**src/rtl/cc1200_spi_master.sv**
```systemverilog
// Single-register SPI access engine for the CC1200: CS_n assert, wait for CHIP_RDYn,
// then header / optional extended address / data bytes, MSB first, SPI mode 0.
module cc1200_spi_master #(
  parameter int CLK_DIV       = 4,
  parameter int READY_TIMEOUT = 4096
) (
  input  logic       clk,
  input  logic       rst,
  input  logic       cmd_valid,
  output logic       cmd_ready,
  input  logic       cmd_read,
  input  logic       cmd_ext,
  input  logic [7:0] cmd_addr,
  input  logic [7:0] cmd_wdata,
  output logic       rsp_valid,
  output logic [7:0] rsp_rdata,
  output logic [7:0] rsp_status,
  output logic       rsp_timeout,
  output logic       SCLK,
  output logic       MOSI,
  output logic       CS_n,
  input  logic       MISO
);

  typedef enum logic [2:0] {IDLE, CS_WAIT, SHIFT, CS_HOLD, DONE} state_t;

  localparam int                WAIT_W    = $clog2(READY_TIMEOUT + 1);
  localparam logic [7:0]        DIV_LAST  = 8'(CLK_DIV - 1);
  localparam logic [7:0]        GAP_FULL  = 8'(CLK_DIV);
  localparam logic [WAIT_W-1:0] WAIT_LAST = WAIT_W'(READY_TIMEOUT - 1);

  state_t            state, state_nxt;
  logic              miso_p0, miso_p1;
  logic [7:0]        div_cnt, gap_cnt, gap_nxt;
  logic [4:0]        bit_cnt;
  logic [WAIT_W-1:0] wait_cnt;
  logic              sclk_r, ext_r, ready_r;
  logic [23:0]       tx_sr, rx_sr;
  logic              accept, half_end, last_bit;

  assign accept   = cmd_valid && ready_r;
  assign half_end = (div_cnt == DIV_LAST);
  assign last_bit = (bit_cnt == (ext_r ? 5'd23 : 5'd15));

  // MISO is asynchronous to clk
  always_ff @(posedge clk) begin
    miso_p0 <= MISO;
    miso_p1 <= miso_p0;
  end

  always_ff @(posedge clk) begin
    if (rst) state <= IDLE;
    else     state <= state_nxt;
  end

  always_comb begin
    state_nxt = state;
    case (state)
      IDLE:    if (accept) state_nxt = CS_WAIT;
      CS_WAIT: if (!miso_p1) state_nxt = SHIFT;
               else if (wait_cnt == WAIT_LAST) state_nxt = DONE;
      SHIFT:   if (half_end && sclk_r && last_bit) state_nxt = CS_HOLD;
      CS_HOLD: if (half_end) state_nxt = DONE;
      DONE:    state_nxt = IDLE;
      default: state_nxt = IDLE;
    endcase
  end

  // Gap counter restarts in DONE and saturates at CLK_DIV while idle
  always_comb begin
    gap_nxt = gap_cnt;
    if (state == DONE) gap_nxt = 8'd0;
    else if (state == IDLE && gap_cnt != GAP_FULL) gap_nxt = gap_cnt + 8'd1;
  end

  always_ff @(posedge clk) begin
    if (rst) begin
      ready_r     <= 1'b0;
      gap_cnt     <= GAP_FULL;
      div_cnt     <= 8'd0;
      bit_cnt     <= 5'd0;
      wait_cnt    <= '0;
      sclk_r      <= 1'b0;
      ext_r       <= 1'b0;
      tx_sr       <= 24'd0;
      rx_sr       <= 24'd0;
      rsp_rdata   <= 8'h00;
      rsp_status  <= 8'h00;
      rsp_timeout <= 1'b0;
    end else begin
      gap_cnt <= gap_nxt;
      ready_r <= (state_nxt == IDLE) && (gap_nxt == GAP_FULL);
      case (state)
        IDLE: if (accept) begin
          ext_r    <= cmd_ext;
          wait_cnt <= '0;
          div_cnt  <= 8'd0;
          bit_cnt  <= 5'd0;
          sclk_r   <= 1'b0;
          if (cmd_ext)
            tx_sr <= {cmd_read, 7'h2F, cmd_addr, (cmd_read ? 8'h00 : cmd_wdata)};
          else
            tx_sr <= {cmd_read, 1'b0, cmd_addr[5:0], (cmd_read ? 8'h00 : cmd_wdata), 8'h00};
        end
        CS_WAIT: begin
          wait_cnt <= wait_cnt + 1'b1;
          if (state_nxt == DONE) begin
            rsp_timeout <= 1'b1;
            rsp_status  <= 8'hFF;
            rsp_rdata   <= 8'h00;
          end
        end
        SHIFT: begin
          if (half_end) begin
            div_cnt <= 8'd0;
            sclk_r  <= ~sclk_r;
            // End of the high phase: capture MISO, then advance MOSI on the fall
            if (sclk_r) begin
              rx_sr   <= {rx_sr[22:0], miso_p1};
              tx_sr   <= {tx_sr[22:0], 1'b0};
              bit_cnt <= bit_cnt + 5'd1;
            end
          end else begin
            div_cnt <= div_cnt + 8'd1;
          end
        end
        CS_HOLD: begin
          div_cnt <= div_cnt + 8'd1;
          if (half_end) begin
            rsp_timeout <= 1'b0;
            rsp_status  <= ext_r ? rx_sr[23:16] : rx_sr[15:8];
            rsp_rdata   <= rx_sr[7:0];
          end
        end
        default: ;
      endcase
    end
  end

  assign cmd_ready = ready_r;
  assign rsp_valid = (state == DONE);
  assign SCLK      = sclk_r;
  assign MOSI      = (state == SHIFT) && tx_sr[23];
  assign CS_n      = !(state == CS_WAIT || state == SHIFT || state == CS_HOLD);

endmodule

```
**config.mk**
```make
export PLATFORM = sky130hd
export DESIGN_NAME = cc1200_spi_master
export DESIGN_NICKNAME = d
export VERILOG_FILES = /design/src/rtl/cc1200_spi_master.sv
export SDC_FILE = /design/constraint.sdc
export NUM_CORES = 1
export LEC_CHECK = 0
export BUFFER_PORTS_ARGS = -buffer_cell sky130_fd_sc_hd__buf_2
export CORE_MARGIN = 4
export CORE_UTILIZATION = 45
export CTS_CLUSTER_DIAMETER = 200
export CTS_CLUSTER_SIZE = 10
export DETAILED_ROUTE_END_ITERATION = 6
export GPL_TIMING_DRIVEN = 0
export PLACE_DENSITY = 0.6
export SLEW_MARGIN = 20
export SYNTH_ARGS = -nofsm -noshare
export SYNTH_HDL_FRONTEND = slang
export SYNTH_SLANG_ARGS = --single-unit
```
**constraint.sdc**
```tcl
create_clock -name clk -period 2.8 [get_ports clk]
set_input_delay 0.7 -clock clk [delete_from_list [all_inputs] [get_ports clk]]
set_output_delay 0.7 -clock clk [all_outputs]
set_load 0.1 [all_outputs]
```
* After elaboration in Yosys (flattened, before gate mapping)
Index checks and enable logic that the tools add are counted.
** Operators by class
- Shift-type cells :: 0
- $lt $le $gt $ge :: 0
- Reductions and logical operators :: 22
- Bitwise gates (word level) :: 1
- Equality and inequality tests :: 15
- Mux-type cells :: 37
- Divide/modulo/power cells :: 0
- $mul :: 0
- Add/subtract/negate cells :: 4
** Operators by type and width (number)
- $mux W8 :: 10
- $mux W24 :: 3
- $pmux W24 S2 :: 1
- $pmux W8 S2 :: 2
- $pmux W13 S2 :: 1
- $pmux W8 S3 :: 1
- $mux W22 :: 1
- $mux W5 :: 4
- $add A8 B1 Y8 const B :: 2
- $mux W3 :: 5
- $add A13 B1 Y13 const B :: 1
- $eq A13 B12 Y1 const B :: 1
- $mux W13 :: 1
- $pmux W3 S4 :: 1
- $ne A2 B2 Y1 const B :: 5
- $pmux W5 S2 :: 1
- $reduce_and A3 Y1 :: 3
- $eq A8 B2 Y1 const B :: 1
- $eq A8 B3 Y1 const B :: 1
- $ne A8 B3 Y1 const B :: 1
- $eq A3 B2 Y1 const B :: 2
- $eq A3 B3 Y1 const B :: 2
- $logic_and A1 B1 Y1 :: 6
- $logic_not A3 Y1 :: 2
- other kinds (12) :: 21
** Storage, ports and cells
- Bits in latches :: 0
- Bits in read-only memories :: 0
- Input port bits :: 22
- RAM bits :: 0
- Register bits :: 107
- Memories :: 0

* Longest topological paths before layout
Gate-level depths: netlist (run 1).
- Depth in word-level cells :: 8
- Gate-level depth with buffers :: 8
- Gate-level depth less buffers :: 7

* Worst setup path before layout (run 1)
OpenSTA, ideal clock, no wires.
- Kind :: flip-flop to output port
- From :: reg state[2]
- To :: out MOSI
- Cell stages (with the launch flop) :: 6
- Path buffers :: 3
- Arrival :: 2.067 ns
- Setup slack :: 0.033 ns
- Data required time :: 2.100 ns
- Path through :: dfxtp_1 > buf_2 > nor3b_2 > buf_2 > buf_1 > and2_1
** Between the ends
- Longest elaborated chain between the ends :: 2
** Ends and longest elaborated chain
- start, declared :: RTL line 32 : state_t state, state_nxt;
- start signal, assigned :: RTL line 53 : else state <= state_nxt;
- $eq A3 B2 Y1 :: RTL line 143 : assign MOSI = (state == SHIFT) && tx_sr[23];
- $logic_and A1 B1 Y1 :: RTL line 143
- end, declared :: RTL line 20 : output logic MOSI,
No other way between the ends.

* Worst setup path in the final report (run 1)
- From :: reg state[2]
- To :: out rsp_valid
** Between the ends
- Longest elaborated chain between the ends :: 1
** Ends and longest elaborated chain
- $eq A3 B3 Y1 :: RTL line 141 : assign rsp_valid = (state == DONE);
- end, declared :: RTL line 15 : output logic rsp_valid,
No other way between the ends.

==> results of run 1 <==
registers in the layout, indices dropped and copies added, names as in the netlist:
| signal | flops |
|---|---|
| rsp_timeout | 1 |
| SCLK | 1 |
| state | 3 |
| rsp_status | 8 |
| rsp_rdata | 8 |
| tx_sr | 24 |
| div_cnt | 8 |
| gap_cnt | 8 |
| miso_p1 | 1 |
| rx_sr | 24 |
| wait_cnt | 13 |
| bit_cnt | 5 |
| miso_p0 | 1 |
| ext_r | 1 |
| cmd_ready | 1 |
metrics by stage:
step / worst slack (ps) / hold WS, ps / setup TNS [ps] / area, sq um
global placement: -176 / 314 / -176 / 5240
CTS: 14.1 / 338 / 0 / 5430
finish: 145 / 337 / 0 / 5440
floorplan: 33.1 / 310 / 0 / 4860
global route: 13.1 / 348 / 0 / 5440
detailed placement: -209 / 312 / -209 / 5240
logic make-up (layout without fill, tap and decap cells):
logic type               count (synthesis)  in the layout  share of synthesized area
XOR/XNOR                                16             16                     0.0289
flip-flops                             107            107                      0.441
buffers and inverters                   47            107                     0.0415
AND/OR/NAND/NOR                        265            265                      0.267
multiplexers                             5              5                     0.0106
AO/OA/AOI/OAI                          142            142                      0.198
adder cells (fa/ha/maj)                  5              5                     0.0129
repair_timing:
action,CTS,global route
resized for setup,3,0
pin swaps,0,1
buffers inserted,0,2
endpoints found under the hold margin,0,0
hold buffers,0,0
setup endpoints to repair,1,1
placed cells by master, fill, tap and decap left out, drive strengths merged, types with 9 or more instances in the layout:
cell      n
nor2b    14
a21oi    66
o211ai   17
clkbuf   36
nand3    27
a311oi    9
buf      60
dfxtp   107
a211oi   18
nor3     11
inv       9
o21ai     9
or3       9
nand2   100
xor2     11
nand4    13
nor2     60
synthesized netlist by cell type (6+ instances only):
cell and count:
dfxtp_1 107, nand2_1 99, a21oi_1 66, nor2_1 59, nand3_1 26, clkbuf_1 25
o211ai_1 17, a211oi_1 16, buf_2 14, nor2b_1 14, nand4_1 13, nor3_1 11
xor2_1 11, a311oi_1 9, o21ai_0 9, or3_1 8, and3_1 7, a221o_1 6
inv_1 6
final timing paths:
kind	from	to	slack [ps]	depth (start not counted)
hold reg to reg	miso_p0	miso_p1	340	0
setup / recovery	state[2]	rsp_valid	140	3
hold / removal	miso_p0	miso_p1	340	0
setup reg to reg	wait_cnt[0]	rsp_rdata[4]	580	7
power groups by stage:
stage	clock (mW)	sequential (mW)	combinational (mW)
2_1_floorplan	0	1.74	0.485
3_3_place_gp	0	1.71	0.682
3_5_place_dp	0	1.71	0.698
4_1_cts	0.925	1.68	0.701
5_1_grt	0.991	1.69	0.771
6_report	0.897	1.68	0.704
cell type report:
| type | count | area [sq um] |
|---|---|---|
| clock buffer | 11 | 131 |
| sequential | 107 | 2140 |
| buffer | 40 | 178 |
| timing repair buffer | 45 | 233 |
| multi-input combinational | 433 | 2520 |
| inverter | 6 | 22.5 |
| clock inverter | 5 | 45.0 |
| tap | 136 | 170 |
| fill | 1061 | 4980 |
critical path, cell delays in order (launching register included):
cell and delay (ps):
dfxtp_1 370, buf_2 240, nor3b_2 450, buf_2 520
metal layers:
metal,GRT usage,vias to the layer above
met1,0.254,1999
li1,-,2193
met2,0.310,55
met3,0.0527,12
met5,0,-
met4,0.0406,0
==> results.sh, run 1 <==
export IMPL_wl_met1_um=5700
export IMPL_cts_clk_slew_worst_paths_ps=100
export IMPL_p_per_area_nw_per_um2=603
export IMPL_synth_nets=614
export IMPL_drt_wl_total_um=11800
export IMPL_start_util=0.466
export IMPL_dp_cells=766
export IMPL_yosys_warnings=0
export IMPL_total_leakage_power_nw=1.95
export IMPL_cts_root_buf="clkbuf_8"
export IMPL_wl_met3_um=488
export IMPL_highest_layer="met4"
export IMPL_min_period_ps=2660
export IMPL_num_rows=37
export IMPL_max_freq_mhz=377
export IMPL_synth_edff_count=0
export IMPL_grt_antenna_before_repair=0
export IMPL_cts_made_buffers=9
export IMPL_antenna_left=0
export IMPL_synth_top_area_cell="dfxtp_1"
export IMPL_pwr_share_seq=0.512
export IMPL_ys_seq_elements=107
export IMPL_grt_pass1_wl_um=19800
export IMPL_met2WireLength_um=5520
export IMPL_grt_pass1_vias=4079
export IMPL_portBuffers=43
export IMPL_relSlewSlack=0.562
export IMPL_final_hold_violation_count=0
export IMPL_ios=44
export IMPL_max_cap_violations=0
export IMPL_insertion_delay_ps=380
export IMPL_drt_first_pass_iters=5
export IMPL_vias_per_cell=5.44
export IMPL_dpl_hpwl_um=8500
export IMPL_intPower_mw=2.19
export IMPL_coreArea_sq_um=10400
export IMPL_finalPower_mw=3.28
export IMPL_hp_class="reg -> reg"
export IMPL_route_detailed_drc=0
export IMPL_worst_pin_slew_ps=657
export IMPL_ir_drop_v=0.000280
export IMPL_utilization=0.522
export IMPL_gp_congestion=0.840
export IMPL_synth_area_leaders="dfxtp_1 44%, nand2_1 7.7%, a21oi_1 6.8%, nor2_1 4.6%, nand3_1 2.7%"
export IMPL_area_delta_synth_final_pct=12.0
export IMPL_layout_nets=669
export IMPL_fin_worst_skew_ps=15.5
export IMPL_timing_final_crit_share=0.948
export IMPL_htree_levels=3
export IMPL_rsz0062_at_grt="no"
export IMPL_critPathKind="reg -> out"
export IMPL_ys_seq_area_frac=0.441
export IMPL_die_w_um=112
export IMPL_finalSetupViolations=0
export IMPL_combPwrFrac=0.215
export IMPL_crit_path_end_kind="primary output"
export IMPL_power_frac_clock=0.274
export IMPL_start_kind="register"
export IMPL_drive_gt1_frac=0.147
export IMPL_yosysTopAreaCellShare=0.441
export IMPL_clock_sinks=107
export IMPL_synthFlopType="dfxtp_1"
export IMPL_async_reset_ff_frac=0
export IMPL_vias=4259
export IMPL_cts_tree="done"
export IMPL_yosysUniqueCellTypes=57
export IMPL_grt_max_degree=20
export IMPL_syn_avg_cell_area_sq_um=8.27
export IMPL_die_area_sq_um=12500
export IMPL_crit_required_ps=2100
export IMPL_wl_per_cell_um=15.1
export IMPL_clk_path_buf_depth=2
export IMPL_diodes=0
export IMPL_p_sw_frac=0.332
export IMPL_syn_instance_count=587
export IMPL_outcome="finished, final reports clean"
export IMPL_p_sw_mw=1.09
export IMPL_layout_cells_non_filler=783
export IMPL_gr_usage_all_layers=0.191
export IMPL_detailedRoute_firstIterationViolations=222
export IMPL_cp_max_fo=10
export IMPL_arrival_ps=1960
export IMPL_synthesis_area_sq_um=4860
export IMPL_overflow=0
export IMPL_slew_viol_final=0
export IMPL_die_h_um=112
Power figures use the tool's default switching activity.
==> run 2, diff against run 1 <==
--- a/config.mk
+++ b/config.mk
@@ -7,12 +7,12 @@
 export LEC_CHECK = 0
 export BUFFER_PORTS_ARGS = -buffer_cell sky130_fd_sc_hd__buf_2
 export CORE_MARGIN = 4
-export CORE_UTILIZATION = 45
+export CORE_UTILIZATION = 60
 export CTS_CLUSTER_DIAMETER = 200
 export CTS_CLUSTER_SIZE = 10
 export DETAILED_ROUTE_END_ITERATION = 6
 export GPL_TIMING_DRIVEN = 0
-export PLACE_DENSITY = 0.6
+export PLACE_DENSITY = 0.77
 export SLEW_MARGIN = 20
 export SYNTH_ARGS = -nofsm -noshare
 export SYNTH_HDL_FRONTEND = slang
==> run 2 against run 1 <==
  * Sequential power barely moved
  * Final cell count fell by 4.5%
  * Die area fell by 23%
  * Sequential share of layout area rose by 0.064 points
  * Setup slack got worse by 12 ps
  * Critical path depth rose by 2
  * First-iteration DRC count rose by 8.6%
  * Critical path type unchanged
  * Sequential cell count did not move
  * Hold slack improved by 5.7 ps
  * Global-route usage rose by 5.1 points
==> results.sh, run 2 (synthesis results as in run 1) <==
export IMPL_tns_ps=0
export IMPL_r2r_slack_ps=570
export IMPL_fin_hold_ws_ps=343
export IMPL_grt_antenna_before_repair=0
export IMPL_cts_clk_slew_worst_paths_ps=110
export IMPL_ios=44
export IMPL_wl_per_cell_um=15.2
export IMPL_vias_per_cell=5.85
export IMPL_rsz0062_at_grt="no"
export IMPL_layout_nets=668
export IMPL_dp_slack_ps=-117
export IMPL_grt_pass1_vias=4190
export IMPL_crit_path_end_kind="primary output"
export IMPL_utilization=0.696
export IMPL_total_leakage_power_nw=1.97
export IMPL_num_rows=32
export IMPL_start_util=0.622
export IMPL_overflow=0
export IMPL_die_area_sq_um=9600
export IMPL_gp_congestion=0.876
export IMPL_hold_depth=0
export IMPL_dpl_cell_area_sq_um=5200
export IMPL_final_cell_mix="107 x dfxtp_1, 99 x nand2_1, 66 x a21oi_1, 59 x nor2_1, 55 x buf_2"
export IMPL_start_kind="register"
export IMPL_regToRegStartpoint="wait_cnt[0]"
export IMPL_area_delta_synth_final_pct=11.9
export IMPL_final_common_cell="dfxtp_1"
export IMPL_max_freq_mhz=375
export IMPL_dp_cells=732
export IMPL_final_hold_violation_count=0
export IMPL_detailedRoute_firstIterationViolations=241
export IMPL_worst_pin_slew_ps=605
export IMPL_grt_max_degree=20
export IMPL_top_regs="rx_sr x24, tx_sr x24, wait_cnt x13"
export IMPL_layout_cells_non_filler=748
export IMPL_design_area_sq_um=5430
export IMPL_portBuffers=43
export IMPL_cts_tree="done"
export IMPL_diodes=0
export IMPL_relSlewSlack=0.597
export IMPL_cp_max_fo=19
export IMPL_clk_path_buf_depth=2
export IMPL_dpl_hpwl_um=8240
export IMPL_die_h_um=98.0
export IMPL_slew_viol_final=0
export IMPL_fin_ws_ps=132
export IMPL_antenna_left=0
export IMPL_min_period_ps=2670
export IMPL_insertion_delay_ps=380
export IMPL_timing_final_crit_share=0.953
export IMPL_htree_levels=3
export IMPL_critPathKind="reg -> out"
export IMPL_hold_buffers=0
export IMPL_outcome="finished, final reports clean"
export IMPL_finalSetupViolations=0
export IMPL_finalPower_mw=3.38
export IMPL_fill_cells=669
export IMPL_route_detailed_drc=0
export IMPL_drt_first_pass_iters=5
export IMPL_crit_required_ps=2100
export IMPL_gr_usage_all_layers=0.241
export IMPL_drt_wl_total_um=11400
export IMPL_r2r_cells=7
export IMPL_max_cap_violations=0
export IMPL_cts_root_buf="clkbuf_8"
export IMPL_coreArea_sq_um=7810
export IMPL_p_per_area_nw_per_um2=623
export IMPL_die_w_um=98.0
export IMPL_ir_drop_v=0.000401
export IMPL_r2r_end="rsp_rdata[6]"
export IMPL_hp_class="reg -> reg"
export IMPL_hp_start="miso_p0"
export IMPL_fin_worst_skew_ps=9.50
export IMPL_cts_made_buffers=9
export IMPL_clock_sinks=107
export IMPL_min_to="miso_p1"
export IMPL_arrival_ps=1970
export IMPL_drive_gt1_frac=0.149
export IMPL_grt_pass1_wl_um=19500
export IMPL_vias=4377
[run 2: cell types whose count changed in the layout (fill, tap and decap cells not counted)]
cell        before  now
buf_4            4    2
clkbuf_1        27   25
inv_6            2    4
buf_6            1    2
bufinv_16        0    1
clkbuf_8         9   10
clkinv_4         1    0
clkinvlp_4       1    0
[run 2: worst max-delay path by stage]
stage	start	end	slack, ps	depth (start not counted)
after global routing	state[2]	rsp_valid	30	3
after detailed placement	state[2]	MOSI	-120	6
after CTS	state[2]	MOSI	50	5
final	state[2]	MOSI	130	5
after global placement	state[2]	MOSI	-110	6
after floorplan	state[2]	MOSI	30	5
[run 2: repair_timing]
action                     CTS  global route
pin swaps                    0             1
cloned                       0             0
setup endpoints to repair    1             1
buffers inserted             0             1
resized for setup            3             1
[run 2: layout make-up]
cell class              instances  area (sq um)  share of cell area
multi-input cells             433          2520               0.464
clock inverters                 6          76.3              0.0141
flip-flops and latches        107          2140               0.394
clock buffers                  10           138              0.0253
repair buffers                 44           225              0.0415
inverters                       6          22.5             0.00415
plain buffers                  40           181              0.0334
well taps                     102           128              0.0235
[run 2: critical path, cell delays in order, from the launching register on]
cell     delay [ps]
dfxtp_1         340
buf_2           190
nor3b_4         360
buf_6           230
and2_1          170
buf_4           290
[run 2: power by group]
group          switching, mW  total [mW]  internal, mW
logic                  0.455       0.695         0.240
registers             0.0686        1.68          1.61
clock network          0.553        1.01         0.457
total                   1.08        3.38          2.31
[run 2: metal layers]
| metal | wire, um | vias up | share of wire | global-route usage |
|---|---|---|---|---|
| met5 | 0 | - | 0 | 0 |
| met4 | 249 | 0 | 0.022 | 0.0852 |
| met3 | 567 | 22 | 0.050 | 0.0586 |
| met2 | 5400 | 124 | 0.47 | 0.391 |
| met1 | 5180 | 2044 | 0.45 | 0.314 |
| li1 | - | 2187 | - | - |
